File: src/rtl/fft_pkg.sv
// Shared FFT datapath definitions: twiddle constant, rotation encoding, complex sample type.
package fft_pkg;

    // round(2^8 / sqrt(2)) for an 8-bit fraction
    localparam int COEF_W8    = 181;
    localparam int FFT_DATA_W = 16;

    // Quarter-turn rotation applied after scaling: multiply by 1, -j, -1, +j
    typedef enum logic [1:0] {
        ROT_0   = 2'd0,
        ROT_NJ  = 2'd1,
        ROT_NEG = 2'd2,
        ROT_PJ  = 2'd3
    } rot_t;

    typedef struct packed {
        logic signed [FFT_DATA_W-1:0] re;
        logic signed [FFT_DATA_W-1:0] im;
    } cplx_t;

endpackage

File: src/rtl/fft_rot_sat.sv
// Quarter-turn rotation followed by range check and reduction to DATA_W bits.
// Define FFT_TWID_SAT_EN to clamp out-of-range components; otherwise they wrap.
module fft_rot_sat
    import fft_pkg::*;
#(
    parameter int DATA_W = 16
) (
    input  logic signed [DATA_W+1:0] re_i,
    input  logic signed [DATA_W+1:0] im_i,
    input  rot_t                     rot_i,
    output logic signed [DATA_W-1:0] re_o,
    output logic signed [DATA_W-1:0] im_o,
    output logic                     ovf_o
);
    localparam int RW = DATA_W + 2;

    // In range only when the top three bits are all copies of the sign
    function automatic logic out_of_range(input logic signed [RW-1:0] x);
        return !((&x[RW-1:DATA_W-1]) || !(|x[RW-1:DATA_W-1]));
    endfunction

    function automatic logic signed [DATA_W-1:0] reduce(input logic signed [RW-1:0] x);
`ifdef FFT_TWID_SAT_EN
        if (out_of_range(x)) begin
            return x[RW-1] ? {1'b1, {(DATA_W-1){1'b0}}} : {1'b0, {(DATA_W-1){1'b1}}};
        end
`endif
        return x[DATA_W-1:0];
    endfunction

    logic signed [RW-1:0] rr;
    logic signed [RW-1:0] ri;

    always_comb begin
        rr = re_i;
        ri = im_i;
        case (rot_i)
            ROT_0:   begin rr =  re_i; ri =  im_i; end
            ROT_NJ:  begin rr =  im_i; ri = -re_i; end
            ROT_NEG: begin rr = -re_i; ri = -im_i; end
            ROT_PJ:  begin rr = -im_i; ri =  re_i; end
            default: begin rr =  re_i; ri =  im_i; end
        endcase
    end

    assign re_o  = reduce(rr);
    assign im_o  = reduce(ri);
    assign ovf_o = out_of_range(rr) || out_of_range(ri);

endmodule

File: src/rtl/fft_w8_twiddle_mult.sv
// Three-stage W8^k twiddle multiplier (pre-add, 1/sqrt(2) scale with rounding, rotate/reduce)
// with a valid/ready handshake. Define FFT_TWID_SAT_EN for saturating instead of wrapping output.
module fft_w8_twiddle_mult
    import fft_pkg::*;
#(
    parameter int DATA_W = 16,
    parameter int FRAC_W = 8,
    parameter int COEF   = COEF_W8
) (
    input  logic                     clk,
    input  logic                     rst,
    input  logic                     in_valid,
    output logic                     in_ready,
    input  logic signed [DATA_W-1:0] in_real,
    input  logic signed [DATA_W-1:0] in_imag,
    input  logic [2:0]               in_k,
    output logic                     out_valid,
    input  logic                     out_ready,
    output logic signed [DATA_W-1:0] out_real,
    output logic signed [DATA_W-1:0] out_imag,
    output logic                     out_ovf
);
    localparam int SW = DATA_W + 1;
    localparam int PW = DATA_W + FRAC_W + 2;
    localparam int RW = DATA_W + 2;
    localparam logic signed [PW-1:0] COEF_S = PW'(COEF);
    localparam logic signed [PW-1:0] HALF   = {{(PW-FRAC_W){1'b0}}, 1'b1, {(FRAC_W-1){1'b0}}};

    function automatic logic signed [RW-1:0] scale_round(input logic signed [SW-1:0] s);
        logic signed [PW-1:0] p;
        p = PW'(s) * COEF_S + HALF;
        return RW'(p >>> FRAC_W);
    endfunction

    logic en;
    logic vld_p0_q, vld_p1_q, vld_p2_q;

    // The whole pipe advances together whenever the output slot is free or being taken
    assign en        = !vld_p2_q || out_ready;
    assign in_ready  = en;
    assign out_valid = vld_p2_q;

    always_ff @(posedge clk or posedge rst) begin
        if (rst) begin
            vld_p0_q <= 1'b0;
            vld_p1_q <= 1'b0;
            vld_p2_q <= 1'b0;
        end else if (en) begin
            vld_p0_q <= in_valid;
            vld_p1_q <= vld_p0_q;
            vld_p2_q <= vld_p1_q;
        end
    end

    // Stage p0: pre-add
    logic signed [SW-1:0] re_ext, im_ext;
    logic signed [SW-1:0] sr_p0_d, si_p0_d, sr_p0_q, si_p0_q;
    logic [2:0]           k_p0_q;

    always_comb begin
        re_ext  = {in_real[DATA_W-1], in_real};
        im_ext  = {in_imag[DATA_W-1], in_imag};
        sr_p0_d = re_ext;
        si_p0_d = im_ext;
        if (in_k[0]) begin
            sr_p0_d = re_ext + im_ext;
            si_p0_d = im_ext - re_ext;
        end
    end

    always_ff @(posedge clk) begin
        if (en) begin
            sr_p0_q <= sr_p0_d;
            si_p0_q <= si_p0_d;
            k_p0_q  <= in_k;
        end
    end

    // Stage p1: scale odd k by 1/sqrt(2)
    logic signed [RW-1:0] pr_p1_d, pi_p1_d, pr_p1_q, pi_p1_q;
    rot_t                 rot_p1_q;

    always_comb begin
        pr_p1_d = {sr_p0_q[SW-1], sr_p0_q};
        pi_p1_d = {si_p0_q[SW-1], si_p0_q};
        if (k_p0_q[0]) begin
            pr_p1_d = scale_round(sr_p0_q);
            pi_p1_d = scale_round(si_p0_q);
        end
    end

    always_ff @(posedge clk) begin
        if (en) begin
            pr_p1_q  <= pr_p1_d;
            pi_p1_q  <= pi_p1_d;
            rot_p1_q <= rot_t'(k_p0_q[2:1]);
        end
    end

    // Stage p2: rotate, range check, reduce
    logic signed [DATA_W-1:0] re_p2_d, im_p2_d, re_p2_q, im_p2_q;
    logic                     ovf_p2_d, ovf_p2_q;

    fft_rot_sat #(
        .DATA_W (DATA_W)
    ) u_rot_sat (
        .re_i   (pr_p1_q),
        .im_i   (pi_p1_q),
        .rot_i  (rot_p1_q),
        .re_o   (re_p2_d),
        .im_o   (im_p2_d),
        .ovf_o  (ovf_p2_d)
    );

    always_ff @(posedge clk or posedge rst) begin
        if (rst) begin
            re_p2_q  <= '0;
            im_p2_q  <= '0;
            ovf_p2_q <= 1'b0;
        end else if (en) begin
            re_p2_q  <= re_p2_d;
            im_p2_q  <= im_p2_d;
            ovf_p2_q <= ovf_p2_d;
        end
    end

    assign out_real = re_p2_q;
    assign out_imag = im_p2_q;
    assign out_ovf  = ovf_p2_q;

endmodule

File: config.mk
export PLATFORM = sky130hd
export DESIGN_NAME = fft_w8_twiddle_mult
export DESIGN_NICKNAME = d
export VERILOG_FILES = /design/src/rtl/fft_pkg.sv /design/src/rtl/fft_rot_sat.sv /design/src/rtl/fft_w8_twiddle_mult.sv
export SDC_FILE = /design/constraint.sdc
export NUM_CORES = 1
export LEC_CHECK = 0
export CORE_MARGIN = 2
export CORE_UTILIZATION = 56
export CTS_BUF_LIST = sky130_fd_sc_hd__clkbuf_16
export CTS_CLUSTER_DIAMETER = 50
export DETAILED_ROUTE_END_ITERATION = 12
export PLACE_DENSITY = 0.79
export SKIP_LAST_GASP = 1
export SLEW_MARGIN = 20
export SYNTH_ARGS = -nofsm -noshare
export SYNTH_HDL_FRONTEND = slang
export SYNTH_SLANG_ARGS = --single-unit
File: constraint.sdc
create_clock -name clk -period 5.1 [get_ports clk]
set_clock_uncertainty 0.05 [all_clocks]
set_input_delay 1.02 -clock clk [delete_from_list [all_inputs] [get_ports clk]]
set_output_delay 1.02 -clock clk [all_outputs]
set_load 0.03 [all_outputs]
==> flow_metrics.py, run 1 <==
metrics = {
    "status": {
        "outcome": "finished clean",
    },
    "logic_synthesis": {
        "synth_ff_type": "edfxtp_1",
        "synthCells": 1278,
        "seq_area_frac_synth_pct": 24.85,
        "async_flop_share_pct": 32.43,
        "synth.distinct_cells": 63,
        "synth_top_area_share_pct": 20.42,
        "synth_most_common_cell": "ha_1",
        "synthTopCellsByArea": "ha_1 20%, edfxtp_1 18%, fa_1 14%",
        "syn_avg_cell_area_sq_um": 9.926,
        "synth_nets": 1615,
        "yosys_register_bits": 111,
        "synthTopCellsByCount": "207 x ha_1, 184 x inv_1, 96 x nand2_1",
        "synth_largest_area_cell": "ha_1",
        "yosys_warnings": 0,
        "syn-cell-area_sq_um": 12690,
        "synth_edf_count": 75,
    },
    "placement": {
        "place_hpwl_microns": 21130,
        "preCtsSetupSlack_ns": -0.2056,
        "io_buffer_count": 73,
        "globalplace.congestion": 0.8685,
    },
    "sta": {
        "max_freq_mhz": 198.2,
        "finalSetupViolCount": 0,
        "hold_violations": 0,
        "min_period_ns": 5.046,
        "slew_viol_final": 0,
        "fin_crit_sh_pct": 98.95,
        "relSlewSlack_pct": 33.22,
        "tightest_slew_ns": 1.002,
        "setup_ws_ns": 0.05361,
        "rsz0062_at_grt": "true",
    },
    "drt": {
        "vias": 9351,
        "initialDrtViolationCount": 389,
        "route.detailed.drc": 0,
        "routed_wl_microns": 27230,
        "ant_nets": 0,
        "routedWlPerCell_microns": 16.37,
        "viasPerCell": 5.620,
        "drtPass1Iterations": 5,
    },
    "setup_path": {
        "critical-path-top-delay-family": "adder cells",
        "ff2ff_setup_slack_ns": 0.05,
        "cp_cell_sequence": "buf_6, ha_4, fa_1, ha_4, fa_1, inv_2, fa_1, inv_2, ha_4, and4_4, a221oi_4, o221ai_2, a221o_1, a221oi_4, o21bai_2, a41o_1, xor2_1",
        "path_max_fanout": 3,
        "ff2ff_path_depth": 17,
        "endpoint_kind": "flip-flop",
        "crit_slowest_cell": "fa_1",
        "crit_buf_inv": 3,
        "cp.depth": 17,
        "arrival_ns": 5.10,
        "critical_path_class": "reg2reg",
        "max_stage_delay_ns": 0.61,
        "setup.worst_path.start_class": "flip-flop",
        "r2r-end": "pi_p1_q[16]",
        "required_ns": 5.15,
        "worstReg2RegStart": "si_p0_q[4]",
    },
    "floorplanning": {
        "ioPinCount": 74,
        "dieArea_sq_um": 23870,
        "die_x_microns": 154.5,
        "initial_core_util_pct": 56.55,
        "fp-row-count": 55,
        "dieHeight_microns": 154.5,
        "core_sq_um": 22430,
    },
    "run": {
        "max-cap-violations": 0,
    },
    "layout": {
        "drive_above_1_share_pct": 11.09,
        "area_growth_pct": 13.82,
        "nets": 1711,
        "diodes": 0,
    },
    "cts": {
        "cts_made_buffers": 9,
        "clk_latency_ns": 0.36,
        "cts_tree": "done",
        "clkSinkCount": 111,
        "cts-htree-levels": 3,
        "cts-root-buf": "clkbuf_16",
        "cts.reportedPaths.clkPinSlew_ns": 0.07,
        "clk_path_buf_depth": 2,
    },
    "grt": {
        "grt_max_degree": 62,
        "grt_usage_pct": 23.70,
        "grt_overflow": 0,
        "grt_pass1_vias": 9668,
        "antenna_found_initial": 0,
        "grt_first_pass_wirelength_microns": 46060,
    },
    "hold_path": {
        "min_to": "rot_p1_q[0]",
        "hp-start": "k_p0_q[1]",
        "hold_path.class": "reg2reg",
        "whs_path_depth": 0,
    },
}
area by class of cell:
| class | instances | area (sq um) |
|---|---|---|
| Clock buffer | 9 | 225.2 |
| Multi-Input combinational cell | 940 | 8828 |
| Inverter | 185 | 695.7 |
| Tap cell | 285 | 356.6 |
| Clock inverter | 7 | 45.04 |
| Fill cell | 1784 | 7995 |
| Sequential cell | 111 | 3153 |
| Timing Repair Buffer | 127 | 1135 |
kinds of logic after synthesis:
group	count (synthesis)	synth area share [%]
flops	111	24.85
mux	61	6.835
buf+inv	227	6.726
xor+xnor	79	5.454
fa+ha+maj	298	34.78
simple gates	301	11.28
compound gates	201	10.07
worst max-delay path by stage:
stage,start,end,slack [ns]
2_1_floorplan,si_p0_q[3],pi_p1_q[16],0.03
3_3_place_gp,si_p0_q[4],pi_p1_q[16],-0.05
3_5_place_dp,si_p0_q[4],pi_p1_q[16],-0.21
4_1_cts,si_p0_q[4],pi_p1_q[14],-0.001
5_1_grt,si_p0_q[3],pi_p1_q[16],-0.1
6_report,si_p0_q[4],pi_p1_q[16],0.05
stage by stage:
stage	cell area (sq um)	TNS (ns)	hold WS (ns)	util, %	std cells
detailed placement	13880	-0.5431	0.3645	61.88	1626
global route	14440	-0.4058	0.3951	64.36	1664
CTS	14270	-0.001385	0.3842	63.60	1649
global placement	13880	-0.08234	0.3568	61.88	1626
finish	14440	0	0.3875	64.36	1664
floorplan	12710	0	0.3503	-	1278
worst reg2reg max path: stages (launching register included):
cell      delay, ns
edfxtp_1       0.42
buf_6          0.15
ha_4           0.15
fa_1           0.54
ha_4           0.22
fa_1           0.61
inv_2          0.05
fa_1           0.49
inv_2          0.05
ha_4           0.24
and4_4         0.18
a221oi_4       0.27
o221ai_2       0.15
a221o_1        0.37
a221oi_4       0.30
o21bai_2       0.12
a41o_1         0.26
xor2_1         0.15
placed cells by master (no fill, tap or decap), types with 7 or more instances in the layout:
master           synthesis  layout
nor4_1                   7       7
ha_4                     0       7
edfxtp_1                75      75
xor2_1                  16      16
mux2_2                  35      34
nor2_1                  72      72
dfrtp_1                 36      36
and3_1                   7       7
fa_1                    91      90
mux4_2                  17      17
or3_1                   12      12
xnor2_1                 63      63
nor2b_1                 14      13
nand2b_1                16      16
clkdlybuf4s50_1          0      72
o21ai_0                 55      55
ha_1                   207     197
a31oi_1                 12      11
mux2i_1                  9       9
a21o_1                   8       8
a21oi_1                 58      56
clkbuf_16                0       9
inv_1                  184     182
nand2_1                 96      96
nor3_1                  24      24
nand3_1                 24      24
o21bai_1                 9       9
o31ai_1                 11      11
buf_4                    0      53
flip-flops by register name (all words and copies together), names as in the netlist, 2 cells and up:
| register | count |
|---|---|
| pi_p1_q | 18 |
| pr_p1_q | 18 |
| si_p0_q | 17 |
| sr_p0_q | 17 |
| out_imag | 16 |
| out_real | 16 |
| k_p0_q | 3 |
| rot_p1_q | 2 |
timing repair:
item                                    in CTS  in global routing
hold buffers                                 0                  0
resized for setup                           10                 11
endpoints found under the setup margin       5                 10
pin swaps                                   14                  9
hold endpoints to repair                     0                  0
setup buffers                                7                 15
layer usage:
metal | up-vias | global-route usage [%] | wire length [microns]
li1 | 4616 | - | -
met4 | 0 | 7.716 | 646
met5 | - | 0 | 0
met2 | 196 | 41.31 | 13600
met3 | 46 | 3.839 | 1045
met1 | 4493 | 30.23 | 11940
Power of run 1 is not shown: default switching activity piles up to over one toggle a cycle in this logic, so the estimate is an artifact.
==> run 2: changes to the inputs <==
--- a/config.mk
+++ b/config.mk
@@ -5,12 +5,14 @@
 export SDC_FILE = /design/constraint.sdc
 export NUM_CORES = 1
 export LEC_CHECK = 0
+export CAP_MARGIN = 10
 export CORE_MARGIN = 2
 export CORE_UTILIZATION = 56
 export CTS_BUF_LIST = sky130_fd_sc_hd__clkbuf_16
 export CTS_CLUSTER_DIAMETER = 50
 export DETAILED_ROUTE_END_ITERATION = 12
 export PLACE_DENSITY = 0.79
+export RECOVER_POWER = 25
 export SKIP_LAST_GASP = 1
 export SLEW_MARGIN = 20
 export SYNTH_ARGS = -nofsm -noshare
==> run 2 against run 1 <==
The flow now finishes with violations (max-capacitance violations, max-slew violations). Critical path depth unchanged. Count of clock-buffer cells in the layout unchanged. Sequential share of layout area about the same. Register-to-register slack about the same. Highest routed layer unchanged.
==> flow_metrics.py, run 2 (synthesized netlist as in run 1, its figures left out) <==
metrics = {
    "cts": {
        "clk_path_buf_depth": 2,
        "clkSinkCount": 111,
        "cts_made_buffers": 9,
        "cts_hold_buf": 0,
        "cts_tree": "done",
        "cts-root-buf": "clkbuf_16",
        "cts-htree-levels": 3,
        "cts.reportedPaths.clkPinSlew_ns": 0.07,
        "clk_latency_ns": 0.36,
    },
    "placement": {
        "place_area_sq_um": 13880,
        "io_buffer_count": 73,
        "preCtsSetupSlack_ns": -0.2056,
        "place_hpwl_microns": 21130,
        "place_inst": 1626,
        "globalplace.congestion": 0.8685,
    },
    "sta": {
        "tightest_slew_ns": 2.378,
        "hold_violations": 0,
        "relSlewSlack_pct": -58.51,
        "fin_crit_sh_pct": 98.99,
        "finalSetupViolCount": 0,
        "min_period_ns": 5.048,
        "max_freq_mhz": 198.1,
        "setup_ws_ns": 0.05157,
        "rsz0062_at_grt": "true",
        "slew_viol_final": 187,
    },
    "drt": {
        "vias": 9338,
        "ant_nets": 0,
        "routed_wl_microns": 27220,
        "drtPass1Iterations": 5,
        "viasPerCell": 5.612,
        "initialDrtViolationCount": 419,
        "routedWlPerCell_microns": 16.36,
        "route.detailed.drc": 0,
    },
    "setup_path": {
        "max_stage_delay_ns": 0.61,
        "path_max_fanout": 3,
        "crit_buf_inv": 3,
        "startpoint": "si_p0_q[4]",
        "worstReg2RegStart": "si_p0_q[4]",
        "endpoint_kind": "flip-flop",
        "critical-path-top-delay-family": "adder cells",
        "crit_slowest_cell": "fa_1",
        "setup.worst_path.start_class": "flip-flop",
        "required_ns": 5.15,
        "cp_cell_sequence": "buf_6, ha_4, fa_1, ha_4, fa_1, inv_2, fa_1, inv_2, ha_4, and4_4, a221oi_4, o221ai_2, a221o_1, a221oi_4, o21bai_2, a41o_1, xor2_1",
        "critical_path_class": "reg2reg",
        "arrival_ns": 5.10,
    },
    "floorplanning": {
        "ioPinCount": 74,
        "dieHeight_microns": 154.5,
        "fp-row-count": 55,
        "dieArea_sq_um": 23870,
        "die_x_microns": 154.5,
        "initial_core_util_pct": 56.55,
        "core_sq_um": 22430,
    },
    "layout": {
        "drive_above_1_share_pct": 10.73,
        "nets": 1711,
        "diodes": 0,
        "final_cell_area_sq_um": 14420,
        "mostFrequentLayoutCells": "197 x ha_1, 182 x inv_1, 96 x nand2_1",
        "stdcell_count": 1664,
        "layout_commonest_cell": "ha_1",
        "top_regs": "pi_p1_q: 18 flops, pr_p1_q: 18 flops",
        "area_growth_pct": 13.66,
    },
    "status": {
        "outcome": "finished with violations",
        "violations": "max-capacitance violations, max-slew violations",
    },
    "hold_path": {
        "hold_path.class": "reg2reg",
        "hp-start": "k_p0_q[1]",
    },
    "grt": {
        "grt_first_pass_wirelength_microns": 46060,
        "grt_max_degree": 62,
        "grt_usage_pct": 23.70,
        "grt_overflow": 0,
        "antenna_found_initial": 0,
        "grt_pass1_vias": 9668,
    },
    "run": {
        "max-cap-violations": 4,
    },
}
## run 2: final cells by class
class	instances	area (sq um)
Sequential cell	111	3153
Tap cell	285	356.6
Clock inverter	7	45.04
Multi-Input combinational cell	940	8821
Clock buffer	9	225.2
Fill cell	1786	8015
Inverter	185	695.7
Timing Repair Buffer	127	1122
## run 2: final timing paths
| path | slack [ns] | to | cells after the start |
|---|---|---|---|
| max in group asynchronous | 2.26 | out_ovf | 3 |
| min in group asynchronous | 1.69 | out_imag[4] | 3 |
| setup / recovery | 0.05 | pi_p1_q[16] | 17 |
| hold / removal | 0.39 | rot_p1_q[0] | 0 |
| setup reg to reg | 0.05 | pi_p1_q[16] | 17 |
| hold reg to reg | 0.39 | rot_p1_q[0] | 0 |
## run 2: worst reg2reg max path: cells and delay by family, from the launching register on
kind            cells  cell delay (ns)
compound gates      6             1.47
xor+xnor            1             0.15
fa+ha+maj           6             2.25
buf+inv             3             0.26
flops               1             0.42
simple gates        1             0.18
## run 2: repair_timing
action,4_1_cts,5_1_grt
setup endpoints to repair,5,10
resized for setup,10,11
buffers inserted,7,15
pin swaps,14,9
## run 2: routing by layer
metal	routed length [microns]	track usage [%]
met4	673	7.716
met3	1047	3.839
met5	0	0
met2	13600	41.31
met1	11900	30.23
## run 2: stage by stage
stage	setup TNS [ns]	hold WS (ns)	utilization, %
after floorplan	0	0.3503	-
after global placement	-0.08234	0.3568	61.88
after detailed placement	-0.5431	0.3645	61.88
after CTS	-0.001385	0.3842	63.60
after global routing	-0.4058	0.3951	64.27
final	0	0.3874	64.27
Power of run 2 is left out for the same reason.
